<file path="src/rtl/race_round_scheduler.sv">
// race_round_scheduler: fetches targets, qualifies player answers,
// arbitrates A/B ties and paces the single-player opponent.
module race_round_scheduler #(
    parameter int WIN_SCORE     = 3,
    parameter int STABLE_CYC    = 4,
    parameter int OPP_DIV       = 9,
    parameter int OPP_LIMIT     = 80,
    parameter int REJECT_REPEAT = 1
) (
    input  logic       clk,
    input  logic       rst_n,
    input  logic       start,
    input  logic       mode_2p,
    input  logic       abort,
    input  logic [7:0] Ain,
    input  logic [7:0] Bin,
    output logic       tgt_req,
    input  logic       tgt_valid,
    input  logic [7:0] tgt_in,
    output logic [7:0] target,
    output logic       point_a,
    output logic       point_b,
    output logic       opp_step,
    output logic [3:0] score_a,
    output logic [3:0] score_b,
    output logic [7:0] opp_steps,
    output logic [2:0] state,
    output logic       game_over,
    output logic [1:0] winner
);

    localparam int SW = (STABLE_CYC > 1) ? $clog2(STABLE_CYC) : 1;
    localparam int CW = (OPP_DIV > 1) ? $clog2(OPP_DIV) : 1;
    localparam logic [SW-1:0] STAB_MAX = SW'(STABLE_CYC - 1);
    localparam logic [SW-1:0] STAB_ONE = SW'(1);
    localparam logic [CW-1:0] CNT_MAX  = CW'(OPP_DIV - 1);
    localparam logic [CW-1:0] CNT_ONE  = CW'(1);
    localparam logic [3:0]    WIN_S    = 4'(WIN_SCORE);
    localparam logic [7:0]    OPP_LIM  = 8'(OPP_LIMIT);

    typedef enum logic [2:0] {
        S_IDLE  = 3'd0,
        S_FETCH = 3'd1,
        S_PLAY  = 3'd2,
        S_AWARD = 3'd3,
        S_DONE  = 3'd4
    } state_t;

    state_t          state_q, state_d;
    logic [7:0]      target_q, target_d;
    logic            tgt_req_q, tgt_req_d;
    logic            point_a_q, point_a_d;
    logic            point_b_q, point_b_d;
    logic            opp_step_q, opp_step_d;
    logic [3:0]      score_a_q, score_a_d;
    logic [3:0]      score_b_q, score_b_d;
    logic [7:0]      opp_steps_q, opp_steps_d;
    logic [1:0]      winner_q, winner_d;
    logic            game_over_q, game_over_d;
    logic [SW-1:0]   stab_a_q, stab_a_d;
    logic [SW-1:0]   stab_b_q, stab_b_d;
    logic [CW-1:0]   opp_cnt_q, opp_cnt_d;
    logic            tie_prio_q, tie_prio_d;
    logic            mode_q, mode_d;
    logic            award_b_q, award_b_d;

    logic       match_a, match_b;
    logic       qual_a, qual_b;
    logic       pick_b;
    logic       opp_wrap;
    logic       refuse;
    logic [3:0] score_a_nx, score_b_nx;
    logic [7:0] opp_steps_nx;

    // B only competes in two-player mode
    assign match_a      = (Ain == target_q);
    assign match_b      = mode_q && (Bin == target_q);
    assign qual_a       = match_a && (stab_a_q == STAB_MAX);
    assign qual_b       = match_b && (stab_b_q == STAB_MAX);
    assign pick_b       = (qual_a && qual_b) ? tie_prio_q : qual_b;
    assign opp_wrap     = !mode_q && (opp_cnt_q == CNT_MAX);
    assign refuse       = (REJECT_REPEAT != 0) && (tgt_in == target_q);
    assign score_a_nx   = score_a_q + 4'd1;
    assign score_b_nx   = score_b_q + 4'd1;
    assign opp_steps_nx = opp_steps_q + 8'd1;

    always_comb begin
        state_d     = state_q;
        target_d    = target_q;
        tgt_req_d   = tgt_req_q;
        point_a_d   = 1'b0;
        point_b_d   = 1'b0;
        opp_step_d  = 1'b0;
        score_a_d   = score_a_q;
        score_b_d   = score_b_q;
        opp_steps_d = opp_steps_q;
        winner_d    = winner_q;
        game_over_d = game_over_q;
        stab_a_d    = stab_a_q;
        stab_b_d    = stab_b_q;
        opp_cnt_d   = opp_cnt_q;
        tie_prio_d  = tie_prio_q;
        mode_d      = mode_q;
        award_b_d   = award_b_q;

        if (abort) begin
            state_d     = S_IDLE;
            tgt_req_d   = 1'b0;
            game_over_d = 1'b0;
        end else begin
            unique case (state_q)
                S_IDLE, S_DONE: begin
                    if (start) begin
                        state_d     = S_FETCH;
                        tgt_req_d   = 1'b1;
                        mode_d      = mode_2p;
                        score_a_d   = 4'd0;
                        score_b_d   = 4'd0;
                        opp_steps_d = 8'd0;
                        winner_d    = 2'b00;
                        game_over_d = 1'b0;
                    end
                end
                S_FETCH: begin
                    tgt_req_d = 1'b1;
                    if (tgt_valid && !refuse) begin
                        target_d  = tgt_in;
                        tgt_req_d = 1'b0;
                        state_d   = S_PLAY;
                        stab_a_d  = '0;
                        stab_b_d  = '0;
                        opp_cnt_d = '0;
                    end
                end
                S_PLAY: begin
                    if (!match_a)
                        stab_a_d = '0;
                    else if (stab_a_q != STAB_MAX)
                        stab_a_d = stab_a_q + STAB_ONE;
                    if (!match_b)
                        stab_b_d = '0;
                    else if (stab_b_q != STAB_MAX)
                        stab_b_d = stab_b_q + STAB_ONE;
                    if (!mode_q)
                        opp_cnt_d = opp_wrap ? '0 : opp_cnt_q + CNT_ONE;
                    // a qualifying player beats an opponent wrap in the same cycle
                    if (qual_a || qual_b) begin
                        state_d   = S_AWARD;
                        award_b_d = pick_b;
                        point_a_d = !pick_b;
                        point_b_d = pick_b;
                        if (qual_a && qual_b)
                            tie_prio_d = !tie_prio_q;
                    end else if (opp_wrap) begin
                        opp_step_d  = 1'b1;
                        opp_steps_d = opp_steps_nx;
                        if (opp_steps_nx == OPP_LIM) begin
                            state_d     = S_DONE;
                            winner_d    = 2'b11;
                            game_over_d = 1'b1;
                        end
                    end
                end
                S_AWARD: begin
                    if (award_b_q) begin
                        score_b_d = score_b_nx;
                        if (score_b_nx == WIN_S) begin
                            state_d     = S_DONE;
                            winner_d    = 2'b10;
                            game_over_d = 1'b1;
                        end else begin
                            state_d   = S_FETCH;
                            tgt_req_d = 1'b1;
                        end
                    end else begin
                        score_a_d = score_a_nx;
                        if (score_a_nx == WIN_S) begin
                            state_d     = S_DONE;
                            winner_d    = 2'b01;
                            game_over_d = 1'b1;
                        end else begin
                            state_d   = S_FETCH;
                            tgt_req_d = 1'b1;
                        end
                    end
                end
                default: state_d = S_IDLE;
            endcase
        end
    end

    always_ff @(posedge clk or negedge rst_n) begin
        if (!rst_n) begin
            state_q     <= S_IDLE;
            target_q    <= 8'd0;
            tgt_req_q   <= 1'b0;
            point_a_q   <= 1'b0;
            point_b_q   <= 1'b0;
            opp_step_q  <= 1'b0;
            score_a_q   <= 4'd0;
            score_b_q   <= 4'd0;
            opp_steps_q <= 8'd0;
            winner_q    <= 2'b00;
            game_over_q <= 1'b0;
            stab_a_q    <= '0;
            stab_b_q    <= '0;
            opp_cnt_q   <= '0;
            tie_prio_q  <= 1'b0;
            mode_q      <= 1'b0;
            award_b_q   <= 1'b0;
        end else begin
            state_q     <= state_d;
            target_q    <= target_d;
            tgt_req_q   <= tgt_req_d;
            point_a_q   <= point_a_d;
            point_b_q   <= point_b_d;
            opp_step_q  <= opp_step_d;
            score_a_q   <= score_a_d;
            score_b_q   <= score_b_d;
            opp_steps_q <= opp_steps_d;
            winner_q    <= winner_d;
            game_over_q <= game_over_d;
            stab_a_q    <= stab_a_d;
            stab_b_q    <= stab_b_d;
            opp_cnt_q   <= opp_cnt_d;
            tie_prio_q  <= tie_prio_d;
            mode_q      <= mode_d;
            award_b_q   <= award_b_d;
        end
    end

    assign state     = state_q;
    assign target    = target_q;
    assign tgt_req   = tgt_req_q;
    assign point_a   = point_a_q;
    assign point_b   = point_b_q;
    assign opp_step  = opp_step_q;
    assign score_a   = score_a_q;
    assign score_b   = score_b_q;
    assign opp_steps = opp_steps_q;
    assign winner    = winner_q;
    assign game_over = game_over_q;

endmodule

</file>
<file path="config.mk">
export PLATFORM = sky130hd
export DESIGN_NAME = race_round_scheduler
export DESIGN_NICKNAME = d
export VERILOG_FILES = /design/src/rtl/race_round_scheduler.sv
export SDC_FILE = /design/constraint.sdc
export NUM_CORES = 1
export LEC_CHECK = 0
export CAP_MARGIN = 15
export CORE_ASPECT_RATIO = 1.1
export CORE_MARGIN = 1.5
export CORE_UTILIZATION = 25
export CTS_CLUSTER_DIAMETER = 100
export DETAILED_ROUTE_END_ITERATION = 12
export PLACE_DENSITY = 0.48
export SKIP_CTS_REPAIR_TIMING = 1
export SLEW_MARGIN = 20
export SYNTH_ARGS = -nofsm -noshare
export SYNTH_HDL_FRONTEND = slang
export SYNTH_SLANG_ARGS = --single-unit
</file>
<file path="constraint.sdc">
create_clock -name clk -period 3.3 [get_ports clk]
set_clock_uncertainty 0.2 [all_clocks]
set_input_delay 0.66 -clock clk [delete_from_list [all_inputs] [get_ports clk]]
set_output_delay 0.66 -clock clk [all_outputs]
set_load 0.01 [all_outputs]
</file>
; ---- Word-level counts from Yosys, hierarchy flattened
; Index checks and enable logic that the tools add are counted.
[totals]
register_bits = 45
latch_bits = 0
ramBits = 0
mem_bits_ro = 0
in_bits = 30
out_inout_bits = 34
memories = 0
[classes]
add_sub_neg = 6
multipliers = 0
div_mod_pow = 0
n_lt_le_gt_ge = 0
n_eq_ne = 38
shifts = 0
muxes = 65
bitwise = 1
n_reduce_logical = 33
[ops]
columns = operator, count
row1 = $reduce_and A4 Y1, 8
row2 = $mux W3, 9
row3 = $ne A3 B3 Y1 const B, 9
row4 = $mux W1, 25
row5 = $eq A8 B8 Y1, 3
row6 = $mux W2, 12
row7 = $mux W4, 6
row8 = $mux W8, 3
row9 = $ne A4 B4 Y1 const B, 6
row10 = $pmux W4 S2, 3
row11 = $ne A2 B2 Y1 const B, 10
row12 = $pmux W8 S2, 1
row13 = $add A4 B1 Y4 const B, 3
row14 = $pmux W3 S4, 1
row15 = $reduce_and A3 Y1, 3
row16 = $add A8 B1 Y8 const B, 1
row17 = $eq A4 B2 Y1 const B, 2
row18 = $eq A8 B7 Y1 const B, 1
row19 = $pmux W2 S2, 2
row20 = $reduce_and A8 Y1, 1
row21 = $reduce_bool A4 Y1, 2
row22 = $reduce_and A7 Y1, 1
row23 = $eq A3 B2 Y1 const B, 2
row24 = $logic_and A1 B1 Y1, 6
row25 = 15 further kinds, 23

; ---- Logic depth before layout (Yosys ltp)
[depth]
word_depth = 9
ltp_mapped = 9
mapped_depth_nobuf = 8

; ---- Worst setup path before layout
; Ideal clock, no wire load.
[synth_timing]
kind = register to register
from = register score_b_q[0] (netlist: score_b[0])
to = register winner_q[0] (netlist: winner[0])
t_arrival_ns = 2.077
required_ns = 2.979
slack_ns = 0.902
stages_incl_launch_ff = 9
synth_period_minus_slack_ns = 2.398
cell_sequence = dfrtp_1 inv_1 ha_1 or4bb_1 o22ai_1 nor3_1 nand2_1 or3b_1 a22o_1
[synth_between]
elab_chain_len = 4
[synth_rtl]
columns = item, line_no
row1 = from (decl), 56  ; logic [3:0] score_b_q, score_b_d;
row2 = from (signal assigned), 219  ; score_b_q <= score_b_d;
row3 = $add A4 B1 Y4, 84  ; assign score_b_nx = score_b_q + 4'd1;
row4 = $eq A4 B2 Y1, 167  ; if (score_b_nx == WIN_S) begin
row5 = $ne A3 B3 Y1 (no line), --
row6 = $reduce_and A8 Y1 (no line), --
row7 = to (signal assigned), 221  ; winner_q <= winner_d;
row8 = to (decl), 58  ; logic [1:0] winner_q, winner_d;
; Every way passes these cells.
; A chain may end at the register's enable or synchronous reset.

; ---- Worst setup path in the final report
[layout_timing]
from = input port start
to = register winner_q[0] (netlist: winner[0])
[layout_between]
elab_chain_len = 2
[layout_rtl]
columns = item, line_no
row1 = from (decl), 12  ; input logic start,
row2 = $ne A2 B2 Y1 (no line), --
row3 = $reduce_and A8 Y1 (no line), --
; Every way passes these cells.

==> results.sh <==
export IMPL_wl_per_cell_um=14.39
export IMPL_synth_simple_gate_area_share_pct=22.20
export IMPL_synth_cell_types=63
export IMPL_preCtsSetupSlack_ns=0.3051
export IMPL_cts_sinks=45
export IMPL_min_period_ns=2.690
export IMPL_io_pins=64
export IMPL_die_y_um=114.7
export IMPL_clockBufferDepth=2
export IMPL_path_clk_slew_ns=0.06
export IMPL_required_ns=3.28
export IMPL_vias=2451
export IMPL_synthesis_area_um2=2835
export IMPL_muxShareOfSynthArea_pct=5.075
export IMPL_first_pass_iters=4
export IMPL_rsz0062_at_grt="no"
export IMPL_drt_iter0_drc=87
export IMPL_path_cells="clkdlybuf4s50_1, nor3_1, or3_1, nor4_2, a21boi_1, or3b_1, a22o_1"
export IMPL_synth_seq_cells=45
export IMPL_crit_path_top_delay_cell="clkdlybuf4s50_1"
export IMPL_power_per_cell_area_nw_per_um2=418.7
export IMPL_fin_crit_sh_pct=81.53
export IMPL_finalHoldViolations=0
export IMPL_grt_use_total_pct=12.94
export IMPL_gp_congestion=0.7910
export IMPL_p_seq_share_pct=42.6
export IMPL_synth_adder_area_share_pct=3.972
export IMPL_internal_power_mw=1.116
export IMPL_slew_violations=0
export IMPL_dp_hpwl_um=5630
export IMPL_root_buffer="clkbuf_16"
export IMPL_ys_warn_count=0
export IMPL_finalSetupViolations=0
export IMPL_outcome="finished clean"
export IMPL_syn_mean_instance_area_um2=9.777
export IMPL_final_cells=508
export IMPL_synthCells=290
export IMPL_power_frac_comb_pct=25.4
export IMPL_die_w_um=104.5
export IMPL_dp_cells=501
export IMPL_synth_edf_count=0
export IMPL_worst_setup_path_end_kind="flip-flop"
export IMPL_netlist_top_cells_count="dfrtp_1 (45), nand2_1 (27), nor2_1 (19), a21oi_1 (17), xnor2_1 (17)"
export IMPL_antenna_found_initial=0
export IMPL_critPathKind="in -> reg"
export IMPL_leakage_nw=1.546
export IMPL_via_per_inst=4.825
export IMPL_drt_wl_total_um=7308
export IMPL_grt_pass1_wl_um=12200
export IMPL_cp_buffers_inverters=1
export IMPL_diodes=0
export IMPL_port_buffers=63
export IMPL_p_switching_mw=0.4741
export IMPL_crit_path_max_fanout=4
export IMPL_ir_worst_vdd_mv=0.2263
export IMPL_critPathTopFamily="simple AND/OR/NAND/NOR gates"
export IMPL_grt_pass1_vias=2397
export IMPL_core_area_um2=10960
export IMPL_synth_top_family_by_area="simple AND/OR/NAND/NOR gates"
export IMPL_worst_slew_pin_slew_ns=0.5376
export IMPL_synthesis_nets=329
export IMPL_drive_above_1_share_pct=12.19
export IMPL_critPathArrivalTime_ns=2.67
export IMPL_cts_max_level=2
export IMPL_clk_latency_ns=0.29
export IMPL_rows=40
export IMPL_setup_ws_ns=0.6095
export IMPL_num_nets_final=400
export IMPL_synth_seq_area_share_pct=39.72
export IMPL_syn_to_final_growth_pct=33.98
export IMPL_grt_overflow=0
export IMPL_synth_top_area_share_pct=39.72
export IMPL_die_area_um2=11990
export IMPL_ys_dominant_reg_cell="dfrtp_1"
export IMPL_fmax_mhz=371.7
export IMPL_hp_class="in -> async"
export IMPL_remaining_drc_errors=0
export IMPL_async_flop_share_pct=100.0
export IMPL_ant_nets=0
export IMPL_initial_utilization_pct=25.87
export IMPL_cts_buffers=5
export IMPL_power_frac_clock_pct=32.0
export IMPL_switching_share_pct=29.81
export IMPL_rrSetupSlack_ns=0.67
export IMPL_max_cap_violations=0
export IMPL_yosysTopAreaCell="dfrtp_1"
export IMPL_fin_setup_tns_ns=0
export IMPL_synthTopCellsByArea="dfrtp_1 (40%), xnor2_1 (5.3%), mux2_2 (4.4%)"
export IMPL_hold_ws_ns=0.05780
export IMPL_critical_path_max_stage_delay_ns=0.54
export IMPL_yosysMostFrequentCell="dfrtp_1"
export IMPL_slew_headroom_pct=63.23
export IMPL_synthXorXnorAreaFrac_pct=8.341
export IMPL_startpoint_type="input port"
export IMPL_synth_compound_area_share_pct=16.99
export IMPL_cts_tree="built"
export IMPL_grt_max_degree=34
## worst paths after layout
| path | from | end | cells after the start |
|---|---|---|---|
| min | rst_n | opp_steps[1] | 1 |
| max reg2reg | opp_steps[1] | winner[0] | 7 |
| max | start | winner[0] | 7 |
| min in group clk | opp_cnt_q[3] | opp_cnt_q[3] | 1 |
| max in group asynchronous | rst_n | score_a[2] | 2 |
| min reg2reg | opp_cnt_q[3] | opp_cnt_q[3] | 1 |
## power by group through the flow
| stage | registers (mW) | logic [mW] | clock network [mW] |
|---|---|---|---|
| after global routing | 0.688 | 0.444 | 0.548 |
| after CTS | 0.680 | 0.412 | 0.529 |
| final | 0.678 | 0.404 | 0.509 |
| after floorplan | 0.686 | 0.218 | 0 |
| after global placement | 0.693 | 0.406 | 0 |
| after detailed placement | 0.689 | 0.411 | 0 |
## worst register-to-register path: stages, from the launching register on
cell,delay (ns)
dfrtp_1,0.43
ha_1,0.25
nand4b_1,0.15
or4_4,0.47
a2111oi_0,0.54
a31oi_1,0.22
nor2_1,0.18
a22o_1,0.14
## layout by cell type (no fill, tap or decap), drive strengths merged, types with 6 or more instances in the layout
cell type,n
clkbuf,7
inv,13
clkdlybuf4s50,62
a22o,7
mux2,11
ha,9
xor2,10
o21ai,14
buf,10
a21oi,17
nor3,14
nand2,27
dfrtp,45
nand4,6
nor2,19
xnor2,17
nand3,8
and3,6
## cell families after synthesis
group,Yosys count
xor gates and xnor gates,27
buffers and inverters,21
adders and majority gates,9
muxes,13
and+or+nand+nor,108
DFF,45
AOI/OAI and AO/OA,67
## layout make-up
cell class	instances	area, um^2
Fill cell	1127	7162
Multi-Input combinational cell	224	1604
Sequential cell	45	1126
Timing Repair Buffer	72	693.2
Tap cell	147	183.9
Clock buffer	7	142.6
Inverter	13	48.80
## routing by layer
layer	vias up	wire length [um]	global-route usage (%)
met5	-	0	0
met4	0	101	4.815
met3	6	317	2.675
met2	61	3533	22.46
met1	1168	3355	15.82
li1	1216	-	-
## metrics by stage
stage | area (um^2) | total power [mW] | util [%]
after detailed placement | 3656 | 1.100 | 33.36
final | 3799 | 1.590 | 34.66
after floorplan | 2835 | 0.9045 | -
after global placement | 3656 | 1.099 | 33.36
after global routing | 3799 | 1.680 | 34.66
after CTS | 3799 | 1.621 | 34.66
## state kept, by name, summed over array words and instances, names as in the netlist, 2 cells and up
register,flops
opp_cnt_q,4
state,3
score_b,4
opp_steps,8
winner,2
stab_a_q,2
stab_b_q,2
score_a,4
target,8
Note: power is estimated with default switching activity, not from simulation.
